===== src/rtl/irq_arbiter.sv =====
// Interrupt scheduler: per-source pending/config lanes, a max-priority tree, req/ack FSM and a nesting stack.
// Define IRQ_ARB_NEST_EN to allow nesting up to DepthMax levels; otherwise only one handler may be active.
module irq_arbiter_lane #(
  parameter int PrioWidth = 4
) (
  input  logic                 clk,
  input  logic                 reset,
  input  logic                 irq,
  input  logic                 cfg_we,
  input  logic [PrioWidth-1:0] cfg_prio,
  input  logic                 cfg_en,
  input  logic                 clr,
  input  logic [PrioWidth-1:0] level,
  output logic [PrioWidth-1:0] cand
);
  logic                 pend, en;
  logic [PrioWidth-1:0] prio;

  always_ff @(posedge clk) begin
    if (reset) begin
      pend <= 1'b0;
      prio <= '0;
      en   <= 1'b0;
    end else begin
      // a new event in the ack cycle must not be lost
      pend <= irq | (pend & ~clr);
      if (cfg_we) begin
        prio <= cfg_prio;
        en   <= cfg_en;
      end
    end
  end

  assign cand = (pend && en && (prio > level)) ? prio : '0;
endmodule

module irq_arbiter #(
  parameter int NumSrc    = 8,
  parameter int PrioWidth = 4,
  parameter int DepthMax  = 4,
  localparam int IdW      = $clog2(NumSrc),
  localparam int DW       = $clog2(DepthMax+1)
) (
  input  logic                 clk,
  input  logic                 reset,
  input  logic [NumSrc-1:0]    irq_i,
  input  logic                 cfg_we_i,
  input  logic [IdW-1:0]       cfg_idx_i,
  input  logic [PrioWidth-1:0] cfg_prio_i,
  input  logic                 cfg_en_i,
  output logic                 req_o,
  output logic [IdW-1:0]       req_id_o,
  output logic [PrioWidth-1:0] req_prio_o,
  input  logic                 ack_i,
  input  logic                 done_i,
  output logic [PrioWidth-1:0] level_o,
  output logic [DW-1:0]        depth_o
);
`ifdef IRQ_ARB_NEST_EN
  localparam logic [DW-1:0] EffDepth = DW'(DepthMax);
`else
  localparam logic [DW-1:0] EffDepth = DW'(1);
`endif

  typedef enum logic {IDLE, REQ} state_t;
  state_t state;

  logic [NumSrc-1:0][PrioWidth-1:0] cand;
  logic [PrioWidth-1:0] nval [1:2*NumSrc-1];
  logic [IdW-1:0]       nid  [1:2*NumSrc-1];
  logic [PrioWidth-1:0] stk  [0:(2**DW)-1];
  logic [DW-1:0]        depth_pop;
  logic                 ack_take;

  assign ack_take = (state == REQ) && ack_i;

  for (genvar k = 0; k < NumSrc; k++) begin : g_lane
    irq_arbiter_lane #(.PrioWidth(PrioWidth)) u_lane (
      .clk      (clk),
      .reset    (reset),
      .irq      (irq_i[k]),
      .cfg_we   (cfg_we_i && (cfg_idx_i == IdW'(k))),
      .cfg_prio (cfg_prio_i),
      .cfg_en   (cfg_en_i),
      .clr      (ack_take && (req_id_o == IdW'(k))),
      .level    (level_o),
      .cand     (cand[k])
    );
    assign nval[NumSrc+k] = cand[k];
    assign nid[NumSrc+k]  = IdW'(k);
  end

  // heap-ordered tree: left child holds lower indices, so >= keeps the lowest index on ties
  for (genvar n = 1; n < NumSrc; n++) begin : g_tree
    assign nval[n] = (nval[2*n] >= nval[2*n+1]) ? nval[2*n] : nval[2*n+1];
    assign nid[n]  = (nval[2*n] >= nval[2*n+1]) ? nid[2*n]  : nid[2*n+1];
  end

  assign level_o = (depth_o == '0) ? '0 : stk[depth_o - DW'(1)];

  always_comb begin
    depth_pop = depth_o;
    if (done_i && (depth_o != '0)) depth_pop = depth_o - DW'(1);
  end

  always_ff @(posedge clk) begin
    if (reset) begin
      state      <= IDLE;
      req_o      <= 1'b0;
      req_id_o   <= '0;
      req_prio_o <= '0;
      depth_o    <= '0;
      for (int i = 0; i < 2**DW; i++) stk[i] <= '0;
    end else begin
      // pop before push so done+ack replaces the top
      if (ack_take) begin
        stk[depth_pop] <= req_prio_o;
        depth_o        <= depth_pop + DW'(1);
      end else begin
        depth_o <= depth_pop;
      end
      case (state)
        IDLE: if ((nval[1] != '0) && (depth_o < EffDepth)) begin
          req_id_o   <= nid[1];
          req_prio_o <= nval[1];
          req_o      <= 1'b1;
          state      <= REQ;
        end
        REQ: if (ack_i || (cfg_we_i && (cfg_idx_i == req_id_o))) begin
          req_o <= 1'b0;
          state <= IDLE;
        end
        default: state <= IDLE;
      endcase
    end
  end
endmodule


===== config.mk =====
export PLATFORM = sky130hd
export DESIGN_NAME = irq_arbiter
export DESIGN_NICKNAME = d
export VERILOG_FILES = /design/src/rtl/irq_arbiter.sv
export SDC_FILE = /design/constraint.sdc
export NUM_CORES = 1
export LEC_CHECK = 0
export CORE_MARGIN = 5
export CORE_UTILIZATION = 50
export CTS_BUF_LIST = sky130_fd_sc_hd__clkbuf_2
export DETAILED_ROUTE_END_ITERATION = 10
export PLACE_DENSITY = 0.71
export SYNTH_ARGS = -nofsm -noshare
export SYNTH_HDL_FRONTEND = slang
export SYNTH_SLANG_ARGS = --single-unit

===== constraint.sdc =====
create_clock -name clk -period 8.5 [get_ports clk]
set_clock_uncertainty 0.2 [all_clocks]
set_input_delay 0.85 -clock clk [delete_from_list [all_inputs] [get_ports clk]]
set_output_delay 0.85 -clock clk [all_outputs]
set_load 0.005 [all_outputs]

[Word-level counts from Yosys, hierarchy flattened]
Memory sizes are Yosys's and may differ from the RTL's.
Index checks and enable logic that the tools add are counted.
Storage, ports and cells
  flip-flop bits (word level): 60
  bits in writable memories: 32
  output and inout port bits: 15
  logic and storage cells: 174
  memories kept: 1
Cells by class
  $add $sub $neg: 2
  $lt $le $gt $ge: 16
  equal/unequal tests: 17
  muxes and demuxes: 39
  bitwise gates (word level): 25
  reduce and logical (&&, ||, !) cells: 45
Memory list
  stk: words 8, bits a word 4, read ports 1, clocked after memory_dff 0, wr ports 8, RTL line 71  | logic [PrioWidth-1:0] stk [0:(2**DW)-1];
Operators with widths (number)
  4-bit two-way mux: 17
  1-bit logical AND: 36
  4-bit > comparator: 8
  4-bit >= comparator: 7
  3-bit equality test (second input constant): 8
  3-bit two-way mux: 6
  1-bit two-way mux: 14
  3-bit by 2-bit equality test with 1-bit output (second input constant): 4
  3-bit logical NOT: 3
  1-bit NOT: 9
  1-bit AND: 8
  1-bit OR: 8
  3-bit by 1-bit equality test with 1-bit output (second input constant): 2
  1-bit one-hot mux with 2 select lines: 2
  2-bit AND reduction: 2
  4-bit nonzero test: 1
  4-bit OR reduction: 1
  3-bit by 1-bit adder with 3-bit output (second input constant): 1
  3-bit equality test: 1
  3-bit by 1-bit less-than comparator with 1-bit output (second input constant): 1
  3-bit nonzero test: 1
  3-bit by 1-bit subtractor with 3-bit output (second input constant): 1
  2-bit by 1-bit inequality test with 1-bit output (second input constant): 1
  2-bit inequality test (second input constant): 1
  1-bit logical OR: 1

[Logic depth before layout (Yosys ltp)]
An unclocked memory read counts as a cell.
  depth in word-level cells: 16
  depth in mapped cells: 37

[Hierarchy]
Synthesis repeated with hierarchy kept, for this count alone.
Unflattened totals
  cell total of the unflattened synthesis: 645
  area total of the unflattened synthesis: 6155.9 um2
By module, submodules not included
  irq_arbiter: instances 1, cells an instance 325, area an instance 3343.2 um2, seq. area each 1201.2 um2
  irq_arbiter_lane: instances 8, cells an instance 40, area an instance 351.6 um2, seq. area each 120.1 um2

[Least setup slack after synthesis]
No wires, ideal clock.
  path type: register to register
  start: register depth_o[0]
  end: register req_id_o[1]
  library setup time: 0.134 ns
  arrival time: 8.218 ns
  required time: 8.166 ns
  setup slack: -0.051 ns
  cell stages (with the launch flop): 38
  buffers on the path: 2
  clock period less this slack: 8.551 ns
  cells stage by stage: dfxtp_1 > clkbuf_1 > inv_1 > ha_1 > clkbuf_1 > mux4_2 > a22oi_1 > a21oi_1 > ha_1 > nand4_1 > nand3_1 > a21oi_1 > nand2_1 > ha_1 > nand2b_4 > a21oi_4 > o211ai_1 > a221o_1 > (+2 left out) > ha_1 > nand2b_1 > a21o_1 > a21o_1 > a21oi_2 > o211ai_1 > o211ai_2 > inv_1 > ha_1 > nand2b_1 > a21o_1 > a21o_1 > a21o_1 > or3_1 > o31a_1 > o41a_1 > a21oi_1 > a211oi_1
Between the ends
  word-level cells in the longest chain between the ends: 15
  elaborated cells between the ends (all ways): 49
  classes of those cells: 1 x add/sub; 16 x order compare; 19 x mux; 12 x reduce/logical; 1 x memory
Ends and longest elaborated chain
  from (decl): RTL line 57  | output logic [DW-1:0] depth_o
  from (signal assigned): RTL line 118  | depth_o <= depth_pop + DW'(1);
  from (signal assigned): RTL line 120  | depth_o <= depth_pop;
  3-bit by 1-bit subtractor with 3-bit output: RTL line 99  | assign level_o = (depth_o == '0) ? '0 : stk[depth_o - DW'(1)];
  memory 8 x 4 bit
  4-bit two-way mux (*): RTL line 99
  via level_o[0]: RTL line 56  | output logic [PrioWidth-1:0] level_o,
  4-bit > comparator: RTL line 34  | assign cand = (pend && en && (prio > level)) ? prio : '0;
  1-bit logical AND: RTL line 34
  4-bit two-way mux: RTL line 34
  4-bit >= comparator: RTL line 95  | assign nval[n] = (nval[2*n] >= nval[2*n+1]) ? nval[2*n] : nval[2*n+1];
  4-bit two-way mux: RTL line 95
  4-bit >= comparator: RTL line 95, 96
  4-bit two-way mux: RTL line 95
  4-bit >= comparator: RTL line 95, 96
  4-bit two-way mux: RTL line 95
  4-bit nonzero test: RTL line 123  | IDLE: if ((nval[1] != '0) && (depth_o < EffDepth)) begin
  1-bit logical AND: RTL line 123
  2-bit AND reduction (no line)
  to (signal assigned): RTL line 124  | req_id_o <= nid[1];
  to (decl): RTL line 52  | output logic [IdW-1:0] req_id_o,
The timed path passes the listed nets; every way through them passes the cells marked *.
A chain may end at the register's enable or synchronous reset.

[Worst setup path after layout]
  start: register depth_o[1]
  end: register req_prio_o[0]
Between the ends
  word-level cells in the longest chain between the ends: 15
  elaborated cells between the ends (all ways): 46
  classes of those cells: 1 x add/sub; 16 x order compare; 16 x mux; 12 x reduce/logical; 1 x memory
Ends and longest elaborated chain
  3-bit by 1-bit subtractor with 3-bit output: RTL line 99
  memory 8 x 4 bit
  4-bit two-way mux: RTL line 99
  4-bit > comparator: RTL line 34
  1-bit logical AND: RTL line 34
  4-bit two-way mux: RTL line 34
  4-bit >= comparator: RTL line 95
  4-bit two-way mux: RTL line 95
  4-bit >= comparator: RTL line 95
  4-bit two-way mux: RTL line 95
  4-bit >= comparator: RTL line 95
  4-bit two-way mux: RTL line 95
  4-bit nonzero test: RTL line 123
  1-bit logical AND: RTL line 123
  2-bit AND reduction (no line)
  to (signal assigned): RTL line 125  | req_prio_o <= nval[1];
  to (decl): RTL line 53  | output logic [PrioWidth-1:0] req_prio_o,
Several ways; a longest one is shown, not always the timed one.

==> results_dict.tcl <==
set metrics [dict create \
    power.density_mw_per_mm2 274 \
    worst_slack_ns 0.429 \
    startpoint "depth_o[1]" \
    drc 0 \
    dr.pass1.iters 5 \
    synthArstFlopShare_pct 0 \
    worstPathRequired_ns 8.85 \
    via_per_inst 6.21 \
    tns_ns 0 \
    ys_ff_latch 92 \
    holdWs_ns 0.311 \
    slew_viol_final 0 \
    ys_types 77 \
    busiest_layer "met2" \
    synth_nets 745 \
    finalWirelength_mm 17.3 \
    r2r_cells 35 \
    r2r_start "depth_o[1]" \
    boundaryPins 36 \
    gp_congestion 0.936 \
    coreArea_mm2 0.0125 \
    insertion_delay_ns 0.66 \
    io_buffers 35 \
    cp_max_fo 9 \
    arrival_ns 8.42 \
    yosys_warnings 0 \
    path_class "reg -> reg" \
    area_growth_syn_to_layout_pct 12.8 \
    max_freq_mhz 124 \
    final_cell_mix "71 x nor2_1, 60 x ha_1, 58 x dfxtp_1" \
    seqPwrFrac_pct 25.4 \
    cts.sinks 92 \
    ir_drop_uv 132 \
    crit_slowest_cell "dfxtp_4" \
    switching_share_pct 46.1 \
    nFillCells 1133 \
    cp-endpoint "req_prio_o[0]" \
    layout_min_cycle_time_ns 8.07 \
    dp_hpwl_mm 12.9 \
    synth_edf_count 32 \
    drtIter0Drc 385 \
    layout_commonest_cell "nor2_1" \
    max_stage_delay_ns 0.43 \
    cpMostUsedCell "a21o_1" \
    clk_pin_slew_worst_paths_ns 0.30 \
    die_x_um 122 \
    hold_viol 0 \
    syn_inst 663 \
    syn_avg_cell_area_um2 9.52 \
    end_kind "flip-flop" \
    clock_path_buffers 2 \
    fp.dieArea_mm2 0.0150 \
    grt_pass1_wl_mm 27.3 \
    met1_usage_pct 30.8 \
    gr-usage-met2_pct 39.1 \
    antenna_found_initial 1 \
    grt_pass1_vias 5251 \
    cts_buffers 9 \
    hold_buffers 0 \
    drv_cap 0 \
    post-place-ws_ns 0.0508 \
    internal_power_uw 1050 \
    crit_path_start_kind "flip-flop" \
    clkPwrFrac_pct 12.8 \
    synthFlopType "dfxtp_1" \
    clock_tree.root_cell "clkbuf_2" \
    hold_class "reg -> reg" \
    final_nets 780 \
    netlist_area_mm2 0.00631 \
    status "completed" \
    grt-ovfl-total 0 \
    r2r_slack_ns 0.43 \
    grtUsageTotal_pct 23.7 \
    share_comb_of_total_power_pct 61.8 \
    layout-drive-gt1-share_pct 14.5 \
    final_core_util_pct 56.9 \
    p_leak_uw 0.00265 \
    grt_max_degree 63 \
    ctsHtreeMaxLevel 3 \
    p_sw_uw 898 \
    num_vias 5442 \
    ant_nets 0 \
    wl_per_cell_um 19.8 \
    initial_core_util_pct 50.4 \
    r2r_end "req_prio_o[0]" \
    die-height_um 122 \
    ys_seq_area_share_pct 34.3 \
    tightest_slew_ns 1.15 \
    rows 41 \
    met3_usage_pct 3.69 \
    final-setup-viol-count 0 \
    cts_tree "done" \
    post-route-period-util_pct 94.9 \
    relSlewSlack_pct 23.2 \
]
[registers in the layout (all words and copies together) (netlist names)]
name and flops:
depth_o 3, stk 32, g_lane.u_lane.en 8, state 1, req_o 1, g_lane.u_lane.prio 32, req_id_o 3, req_prio_o 4
g_lane.u_lane.pend 8
[metal layers]
metal / up-vias / routed length, um
met2: 220 / 8340
li1: 2554 / -
met3: 30 / 1130
met5: - / 0
met4: 0 / 390
met1: 2638 / 7440
[how the worst min path moves through the flow]
stage,slack [ns],start,to,cells after the start
6_report,0.31,g_lane[7].u_lane.pend,g_lane[7].u_lane.pend,2
3_5_place_dp,0.28,g_lane[1].u_lane.pend,g_lane[1].u_lane.pend,2
5_1_grt,0.34,g_lane[7].u_lane.pend,g_lane[7].u_lane.pend,2
2_1_floorplan,0.25,g_lane[1].u_lane.pend,g_lane[1].u_lane.pend,2
3_3_place_gp,0.26,g_lane[7].u_lane.pend,g_lane[7].u_lane.pend,2
4_1_cts,0.31,g_lane[7].u_lane.pend,g_lane[7].u_lane.pend,2
[logic make-up (layout without fill, tap and decap cells)]
| kind of cell | count (synthesis) | after routing | synth area share (%) |
|---|---|---|---|
| AOI/OAI and AO/OA | 151 | 151 | 19.3 |
| xor gates and xnor gates | 6 | 6 | 0.833 |
| adders and majority gates | 61 | 61 | 12.1 |
| buffers and inverters | 70 | 110 | 4.60 |
| DFF | 92 | 92 | 34.3 |
| muxes | 53 | 53 | 10.0 |
| other | 0 | 1 | 0 |
| and+or+nand+nor | 230 | 230 | 18.9 |
[cell type report]
type	count	area [um^2]	area share, %
well taps	172	215	3.02
multi-input cells	501	3940	55.4
repair buffers	58	531	7.45
flip-flops and latches	92	2170	30.4
inverters	36	135	1.90
diodes	1	2.50	0.0352
clock buffers	9	45.0	0.633
clock inverters	7	80.1	1.12
[worst max-delay path: cells and delay by family (launching register included)]
| family | cells | cell delay, ns |
|---|---|---|
| AO/OA/AOI/OAI | 17 | 3.62 |
| adder cells (fa/ha/maj) | 5 | 1.53 |
| buffers and inverters | 2 | 0.27 |
| flip-flops | 1 | 0.43 |
| multiplexers | 1 | 0.32 |
| AND/OR/NAND/NOR | 10 | 1.57 |
[through the flow]
stage / instance area, um^2 / total power (uW) / std cells
after detailed placement: 6830 / 1580 / 851
after global routing: 7120 / 2080 / 876
final: 7120 / 1950 / 876
after CTS: 6960 / 1840 / 867
after floorplan: 6310 / 1240 / 663
after global placement: 6830 / 1520 / 851
[power by group through the flow]
stage	registers, uW	clock network (uW)	logic, uW
2_1_floorplan	492	0	744
3_3_place_gp	498	0	1030
3_5_place_dp	500	0	1080
4_1_cts	492	254	1090
5_1_grt	498	273	1310
6_report	494	250	1200
[cell usage after synthesis (all sizes together) (6+ instances only)]
cell type,number,area (um^2)
nand2,34,130
inv,32,120
o211ai,15,123
nor3,20,100
edfxtp,32,961
a221oi,7,73.8
ha,61,763
nor4,21,138
nand3,18,90.1
a21o,19,144
a211oi,6,55.1
nor2,73,277
dfxtp,60,1200
a21oi,35,209
nor2b,7,43.8
clkbuf,27,101
nand2b,11,83.8
o21ai,23,119
xnor2,6,52.6
o31ai,6,63.8
mux2i,45,450
o21a,6,46.3
and2,11,68.8
nand4,9,56.3
a22oi,6,45.0
mux4,8,180
[repair_timing]
item,4_1_cts,5_1_grt
gates resized for setup,2,16
setup endpoints to repair,5,9
endpoints found under the hold margin,0,0
pin swaps,0,2
setup buffers,0,8
(Power assumes the default switching activity.)
